File: src/rtl/lsh_cluster_core.sv
// lsh_cluster_core: LSH cache-line classifier; hashes a line, votes clusters through a signature memory, reports the argmax cluster.
// Ports: clk/reset (async, active-high); linha_cache/endereco with in_valid/in_ready request handshake;
// out_cluster/out_score/out_hit with out_valid/out_ready result handshake; cfg_we/cfg_addr/cfg_data signature-memory writes (IDLE only).
module lsh_cluster_core #(
  parameter int LINE_BITS = 512,
  parameter int ADDR_BITS = 64,
  parameter int HASH_BITS = 4,
  parameter int N_HASH    = 8,
  parameter int N_CLUSTER = 16,
  parameter int MIN_SCORE = 4,
  localparam int SW = $clog2(N_HASH + 1),
  localparam int CW = $clog2(N_CLUSTER),
  localparam int LW = $clog2(N_HASH * (2 ** HASH_BITS))
) (
  input  logic                 clk,
  input  logic                 reset,
  input  logic [LINE_BITS-1:0] linha_cache,
  input  logic [ADDR_BITS-1:0] endereco,
  input  logic                 in_valid,
  output logic                 in_ready,
  output logic [CW-1:0]        out_cluster,
  output logic [SW-1:0]        out_score,
  output logic                 out_hit,
  output logic                 out_valid,
  input  logic                 out_ready,
  input  logic                 cfg_we,
  input  logic [LW-1:0]        cfg_addr,
  input  logic [N_CLUSTER-1:0] cfg_data
);
  localparam int HW = $clog2(N_HASH);
  localparam int NJ = LINE_BITS / (HASH_BITS * N_HASH);
  typedef enum logic [2:0] {IDLE, HASH, LOOKUP, ARGMAX, DONE} state_t;
  state_t state;
  logic [N_CLUSTER-1:0] primeira_matriz [N_HASH * (2 ** HASH_BITS)];
  logic [LINE_BITS-1:0] line_r;
  logic [HASH_BITS-1:0] addr_r;
  logic [HASH_BITS-1:0] hash_r [N_HASH];
  logic [HASH_BITS-1:0] hash_c [N_HASH];
  logic [SW-1:0]        score [N_CLUSTER];
  logic [HW-1:0]        hidx;
  logic [CW-1:0]        cidx;
  logic [CW-1:0]        best_c, next_c;
  logic [SW-1:0]        best_s, next_s;
  logic [N_CLUSTER-1:0] rd;
  logic                 take;
  logic                 unused_addr;
  assign unused_addr = ^endereco[ADDR_BITS-1:HASH_BITS];
  assign in_ready  = state == IDLE;
  assign out_valid = state == DONE;
  // Hash h folds every chunk whose index is congruent to h mod N_HASH, seeded with the low address bits.
  always_comb begin
    for (int h = 0; h < N_HASH; h++) begin
      hash_c[h] = addr_r;
      for (int j = 0; j < NJ; j++) hash_c[h] = hash_c[h] ^ line_r[(j*N_HASH+h)*HASH_BITS +: HASH_BITS];
    end
  end
  // Entry index h*2^HASH_BITS + hash_h is just the concatenation of the two fields.
  assign rd     = primeira_matriz[LW'({hidx, hash_r[hidx]})];
  assign take   = score[cidx] > best_s;
  assign next_c = take ? cidx : best_c;
  assign next_s = take ? score[cidx] : best_s;
  always_ff @(posedge clk) begin
    if (state == IDLE && in_valid) begin
      line_r <= linha_cache;
      addr_r <= endereco[HASH_BITS-1:0];
    end
    if (state == HASH) hash_r <= hash_c;
    if (state == IDLE && cfg_we) primeira_matriz[cfg_addr] <= cfg_data;
  end
  always_ff @(posedge clk or posedge reset) begin
    if (reset) begin
      state       <= IDLE;
      hidx        <= '0;
      cidx        <= '0;
      best_c      <= '0;
      best_s      <= '0;
      out_cluster <= '0;
      out_score   <= '0;
      out_hit     <= 1'b0;
      for (int c = 0; c < N_CLUSTER; c++) score[c] <= '0;
    end else begin
      case (state)
        IDLE: if (in_valid) begin
          for (int c = 0; c < N_CLUSTER; c++) score[c] <= '0;
          state <= HASH;
        end
        HASH: begin
          hidx  <= '0;
          state <= LOOKUP;
        end
        LOOKUP: begin
          for (int c = 0; c < N_CLUSTER; c++) if (rd[c]) score[c] <= score[c] + SW'(1);
          hidx <= hidx + HW'(1);
          if (hidx == HW'(N_HASH - 1)) begin
            cidx   <= '0;
            best_c <= '0;
            best_s <= '0;
            state  <= ARGMAX;
          end
        end
        ARGMAX: begin
          best_c <= next_c;
          best_s <= next_s;
          cidx   <= cidx + CW'(1);
          if (cidx == CW'(N_CLUSTER - 1)) begin
            out_cluster <= next_c;
            out_score   <= next_s;
            out_hit     <= next_s >= SW'(MIN_SCORE);
            state       <= DONE;
          end
        end
        DONE: if (out_ready) state <= IDLE;
        default: state <= IDLE;
      endcase
    end
  end
endmodule

File: config.mk
export PLATFORM = sky130hd
export DESIGN_NAME = lsh_cluster_core
export DESIGN_NICKNAME = d
export VERILOG_FILES = /design/src/rtl/lsh_cluster_core.sv
export SDC_FILE = /design/constraint.sdc
export NUM_CORES = 2
export LEC_CHECK = 0
export CORE_MARGIN = 1
export CORE_UTILIZATION = 57
export DETAILED_ROUTE_END_ITERATION = 10
export PLACE_DENSITY = 0.76
export SLEW_MARGIN = 20
export SYNTH_ARGS = -nofsm -noshare
export SYNTH_HDL_FRONTEND = slang
export SYNTH_SLANG_ARGS = --single-unit
File: constraint.sdc
create_clock -name clk -period 20.7 [get_ports clk]
set_clock_uncertainty 0.1 [all_clocks]
set_input_delay 3.105 -clock clk [delete_from_list [all_inputs] [get_ports clk]]
set_output_delay 3.105 -clock clk [all_outputs]
set_load 0.01 [all_outputs]
# After elaboration in Yosys (flattened, before gate mapping)
# Memory sizes are Yosys's and may differ from the RTL's.
# Index checks and enable logic that the tools add are counted.
# word_totals
register_bits	639
ramBits	2048
output_inout_bits	11
memories	1
# mem_list
name	depth	word_bits	rd	rd_clocked_by_memory_dff	wr	line_no	source
primeira_matriz	128	16	1	0	1	34	logic [N_CLUSTER-1:0] primeira_matriz [N_HASH * (2 ** HASH_BITS)];
# classes
n_addsub	18
magnitude_cmp	4
eq_ne	26
n_mux	38
bitwise	130
n_reduce_logical	25
# ops
op	n
$xor A4 B4 Y4	128
$pmux W64 S2	1
$mux W4	23
$add A4 B1 Y4 const B	17
$mux W64	1
$reduce_and A3 Y1	16
$ne A2 B2 Y1 const B	19
$pmux W4 S2	3
$bmux W4 S4	1
$pmux W3 S5	1
$bmux W4 S3	1
$mux W3	4
$eq A3 B2 Y1 const B	2
$eq A3 B3 Y1 const B	2
$pmux W3 S2	1
$reduce_bool A2 Y1	3
$ge A5 B5 Y1 const B	1
$not A4 Y5	1
$eq A4 B4 Y1 const B	1
$ge A4 B3 Y1 const B	1
$ge A4 B4 Y1 const B	1
$gt A4 B4 Y1	1
$not A3 Y4	1
$reduce_and A2 Y1	2
7 further kinds	9

# Longest topological paths before layout
# depth
ltp_word	16
ltp_mapped	17
mapped_depth_nobuf	15

# Least setup slack after synthesis
# OpenSTA, ideal clock, no wires.
# synth_timing
kind	input to register
startpoint	in in_valid
endpoint	reg addr_r[0], enable pin
setup_time_ns	0.658
t_arrival_ns	9.409
setup_slack_ns	10.534
cell_stages	3
path_cell_list	nand2_1 -> inv_2 -> buf_2
# synth_via
elab_chain_len	1
# synth_rtl
element	line_no	source
from (decl)	19	input logic in_valid,
$logic_and A1 B1 Y1	63	if (state == IDLE && in_valid) begin
to (signal assigned)	65	addr_r <= endereco[HASH_BITS-1:0];
to (decl)	36	logic [HASH_BITS-1:0] addr_r;
# No other way between the ends.
# A chain may end at the register's enable or synchronous reset.

# Worst setup path after layout
# layout_timing
startpoint	reg hidx[0]
endpoint	reg score[17] (netlist name)
# layout_via
elab_chain_len	7
# layout_rtl
element	line_no	source
from (decl)	40	logic [HW-1:0] hidx;
from (signal assigned)	93	hidx <= hidx + HW'(1);
$not A3 Y4 (implied by the code)	58	assign rd = primeira_matriz[LW'({hidx, hash_r[hidx]})];
$bmux W4 S3	58	
$mux W4 (implied by the code) (2 in a row)	58	
$mem_v2 Z128 W16 (*)	--	
$ne A2 B2 Y1 (no source line) (*)	--	
$reduce_and A3 Y1 (no source line) (*)	--	
to (decl)	39	logic [SW-1:0] score [N_CLUSTER];
# Mark *: on every way between the ends. The rest lies on a longest branch, timed or not. The select of a mux whose other input is x is not followed.

==> metrics.cfg <==
[outcome]
run_status = finished clean

[sta]
grt_setup_unrepaired = no
final_max_slew_viol_count = 0
setup_viol = 0
hold_violations = 0
shortest_period_the_worst_path_allows_ps = 7760
finalCritPeriodShare = 0.375
worst_slew_pin_slew_ps = 1200
max_clock_freq_mhz = 129
max-slew-margin-rel = 0.191
worst_slack_ps = 12940
totalNegativeSetupSlack_ps = 0

[grt]
grt_usage = 0.288
grt_start_max_net_pins = 185
grt_pass1_vias = 62600
antenna_found_initial = 55
first_pass_grt_wire_length_um = 398000
globalRouteOverflowTotal = 0

[clocking]
cts-hold-fix-buffers = 0
tritoncts.num_buffers = 282
post_cts_resize_count = 0
clock_path_buffers = 4
h_tree_depth = 5
post_cts.repair.setup_buffers = 0
cts_tree = built
numClockSinks = 2687
cts_root_buffer = clkbuf_16
clkLatencyLatePin_ps = 950
path_clk_slew_ps = 60

[logic_synthesis]
mappedNetlistArea_mm2 = 0.107
synthesis.area_per_instance_um2 = 14.6
netlist_top_cells_count = edfxtp_1, nand2_1, nand3_1
post_synth_num_cell_types = 59
synthesis.nets = 7933
most_used_standard_cell_by_instance_count_after_synthesis = edfxtp_1
synth_area_leaders = edfxtp_1, nand2_1, xnor2_1, nand3_1, mux2i_1
synth.yosys.seq_area_share = 0.753
netlist_instances = 7306
ys_flop_type = edfxtp_1
async_reset_ff_frac = 0.0339
netlist.top_cell.by_area = edfxtp_1
synthDominantCellAreaShare = 0.732
yosys_warnings = 0
synth_edf_count = 2596
ys_ff_latch = 2687

[cells_and_area]
drive_gt1_frac = 0.0786
stdcell_count = 10700
fin_nets = 8591
layout-area-overhead-vs-synth_pct = 15.8
fillers = 12300
fin_area_mm2 = 0.123

[power_and_ir_drop]
ir_worst_vdd_v = 0.000156
power.density_mw_per_mm2 = 130
total_leakage_power_nw = 41.3
total_power_mw = 16.0

[detailed_routing]
detail_route.vias_per_cell = 6.14
postRouteWirelength_um = 275000
antenna_violating_nets_remaining = 0
detailedRoute.firstPassIterationCount = 8
post_drt_wl_per_cell_um = 25.8
vias = 65400
detail_route.drc_violations = 0
drt_first_iter_violations = 8639

[placed_design]
place.port_buffers = 554
dp_hpwl_um = 164000
routabilityCongestion = 0.865
place_area_mm2 = 0.115
numPlacedInstances = 10200
post-place-ws_ps = 12750

[run]
max_cap_violations = 0

[critical_path]
critPathRequiredTime_ps = 21410
cpMaxStageDelayCell = mux4_4
worstSetupPathType = flop to flop
crit_path_max_fanout = 184
worstReg2RegStart = hidx[0]
rr_endpoint = score[17]
timing.critical_path.cells = buf_4 -> mux2_1 -> mux4_4 -> buf_4 -> buf_4 -> buf_12 -> buf_4 -> mux2i_1 -> a32oi_1 -> nand3_1 -> nand3_1 -> a211oi_2 -> nor3_1 -> a221o_1
worstSetupPathDepth = 14
reg2reg_slack_ps = 12940
worst_setup_path_start_kind = flop
kind_of_cell_adding_the_most_delay_to_the_critical_path = buffers and inverters
critPathMaxStageDelay_ps = 890
crit_path_start = hidx[0]
worst_path_most_repeated_cell = buf_4
worst_r2r_path_depth = 14
cp.buffers_inverters = 5
kind_of_end_point_of_the_critical_path = flop
worst-endpoint-arrival_ps = 8460

[min_path]
hold_path_startpoint = out_cluster[2]
min_to = out_cluster[2]
min_delay_path_depth = 2
hold_class = flop to flop

[floorplan]
die_width_um = 434
coreArea_mm2 = 0.186
die_area_mm2 = 0.189
rows = 158
fp.dieH_um = 434
io_pins = 615
floorplan.initialDensity = 0.574

## logic make-up after synthesis
| kind of cell | after synthesis | synth area share |
|---|---|---|
| AO/OA/AOI/OAI | 679 | 0.0462 |
| AND/OR/NAND/NOR | 2754 | 0.112 |
| multiplexers | 246 | 0.0246 |
| adder cells (fa/ha/maj) | 23 | 0.00270 |
| flip-flops | 2687 | 0.753 |
| buffers and inverters | 405 | 0.0198 |
| XOR/XNOR | 512 | 0.0421 |
## registers in the layout, summed over array words and instances, names as in the netlist
| signal | flops |
|---|---|
| out_hit | 1 |
| addr_r | 4 |
| primeira_matriz | 2048 |
| score | 64 |
| line_r | 512 |
| best_c | 4 |
| state | 3 |
| cidx | 4 |
| hash_r | 32 |
| best_s | 4 |
| out_score | 4 |
| hidx | 3 |
| out_cluster | 4 |
## worst min-delay path: stages, from the launching register on
cell     delay, ps
dfrtp_1        340
nand2_1         50
o21ai_0         60
## how the worst max path moves through the flow
stage	to	slack, ps
finish	score[17]	12940
global route	score[2]	12630
CTS	score[3]	12980
detailed placement	line_r[488]	12750
global placement	line_r[136]	12890
floorplan	addr_r[0]	10530
## stage by stage
step	util	hold WS, ps
2_1_floorplan	-	350
3_3_place_gp	0.619	362
3_5_place_dp	0.619	379
4_1_cts	0.664	392
5_1_grt	0.664	409
6_report	0.664	386
## layout by cell type (no fill, tap or decap), types with 8 or more instances in the layout
cell type / Yosys / routed
edfxtp_1: 2596 / 2596
nand2_1: 1729 / 1725
nand3_1: 573 / 573
clkdlybuf4s50_1: 0 / 538
xnor2_1: 448 / 448
a31oi_1: 310 / 310
clkbuf_16: 0 / 290
mux2i_1: 230 / 230
buf_4: 37 / 223
a32oi_1: 195 / 195
nor2_1: 156 / 153
nand4_1: 102 / 102
dfrtp_1: 91 / 91
clkbuf_1: 119 / 66
xor2_1: 64 / 64
clkinv_1: 0 / 53
o21ai_0: 46 / 45
and2_1: 44 / 44
o211ai_1: 32 / 32
clkinv_2: 0 / 32
or4_1: 27 / 27
diode_2: 0 / 26
nor4_1: 28 / 26
ha_1: 23 / 23
nor3_1: 16 / 16
or2_2: 15 / 15
and3_1: 14 / 14
bufinv_16: 0 / 13
nor2b_1: 12 / 12
a211oi_1: 11 / 11
a221oi_1: 11 / 11
a221o_1: 11 / 11
a2bb2oi_1: 11 / 11
inv_1: 11 / 10
mux4_2: 12 / 10
a21oi_1: 10 / 10
nor4_2: 10 / 9
nand2b_1: 8 / 8
## report_power, final
group / internal, mW / leakage (nW) / switching [mW]
combinational: 1.51 / 12.8 / 3.60
sequential: 6.05 / 24.4 / 0.103
clock: 2.73 / 4.11 / 1.98
total: 10.3 / 41.3 / 5.69
## area by class of cell
| class | instances | area, um2 | share of cell area |
|---|---|---|---|
| diodes | 26 | 65.1 | 0.000527 |
| clock buffers | 360 | 7560 | 0.0613 |
| clock inverters | 112 | 871 | 0.00706 |
| inverters | 12 | 55.1 | 0.000446 |
| multi-input cells | 4214 | 24300 | 0.197 |
| flip-flops and latches | 2687 | 80200 | 0.650 |
| well taps | 2480 | 3100 | 0.0252 |
| repair buffers | 767 | 7180 | 0.0582 |
## routing by layer
| metal | global-route usage | share of wire |
|---|---|---|
| met5 | 0 | 0.00051 |
| met4 | 0.130 | 0.047 |
| met3 | 0.0637 | 0.11 |
| met2 | 0.468 | 0.49 |
| met1 | 0.374 | 0.36 |
Power figures use the tool's default switching activity.
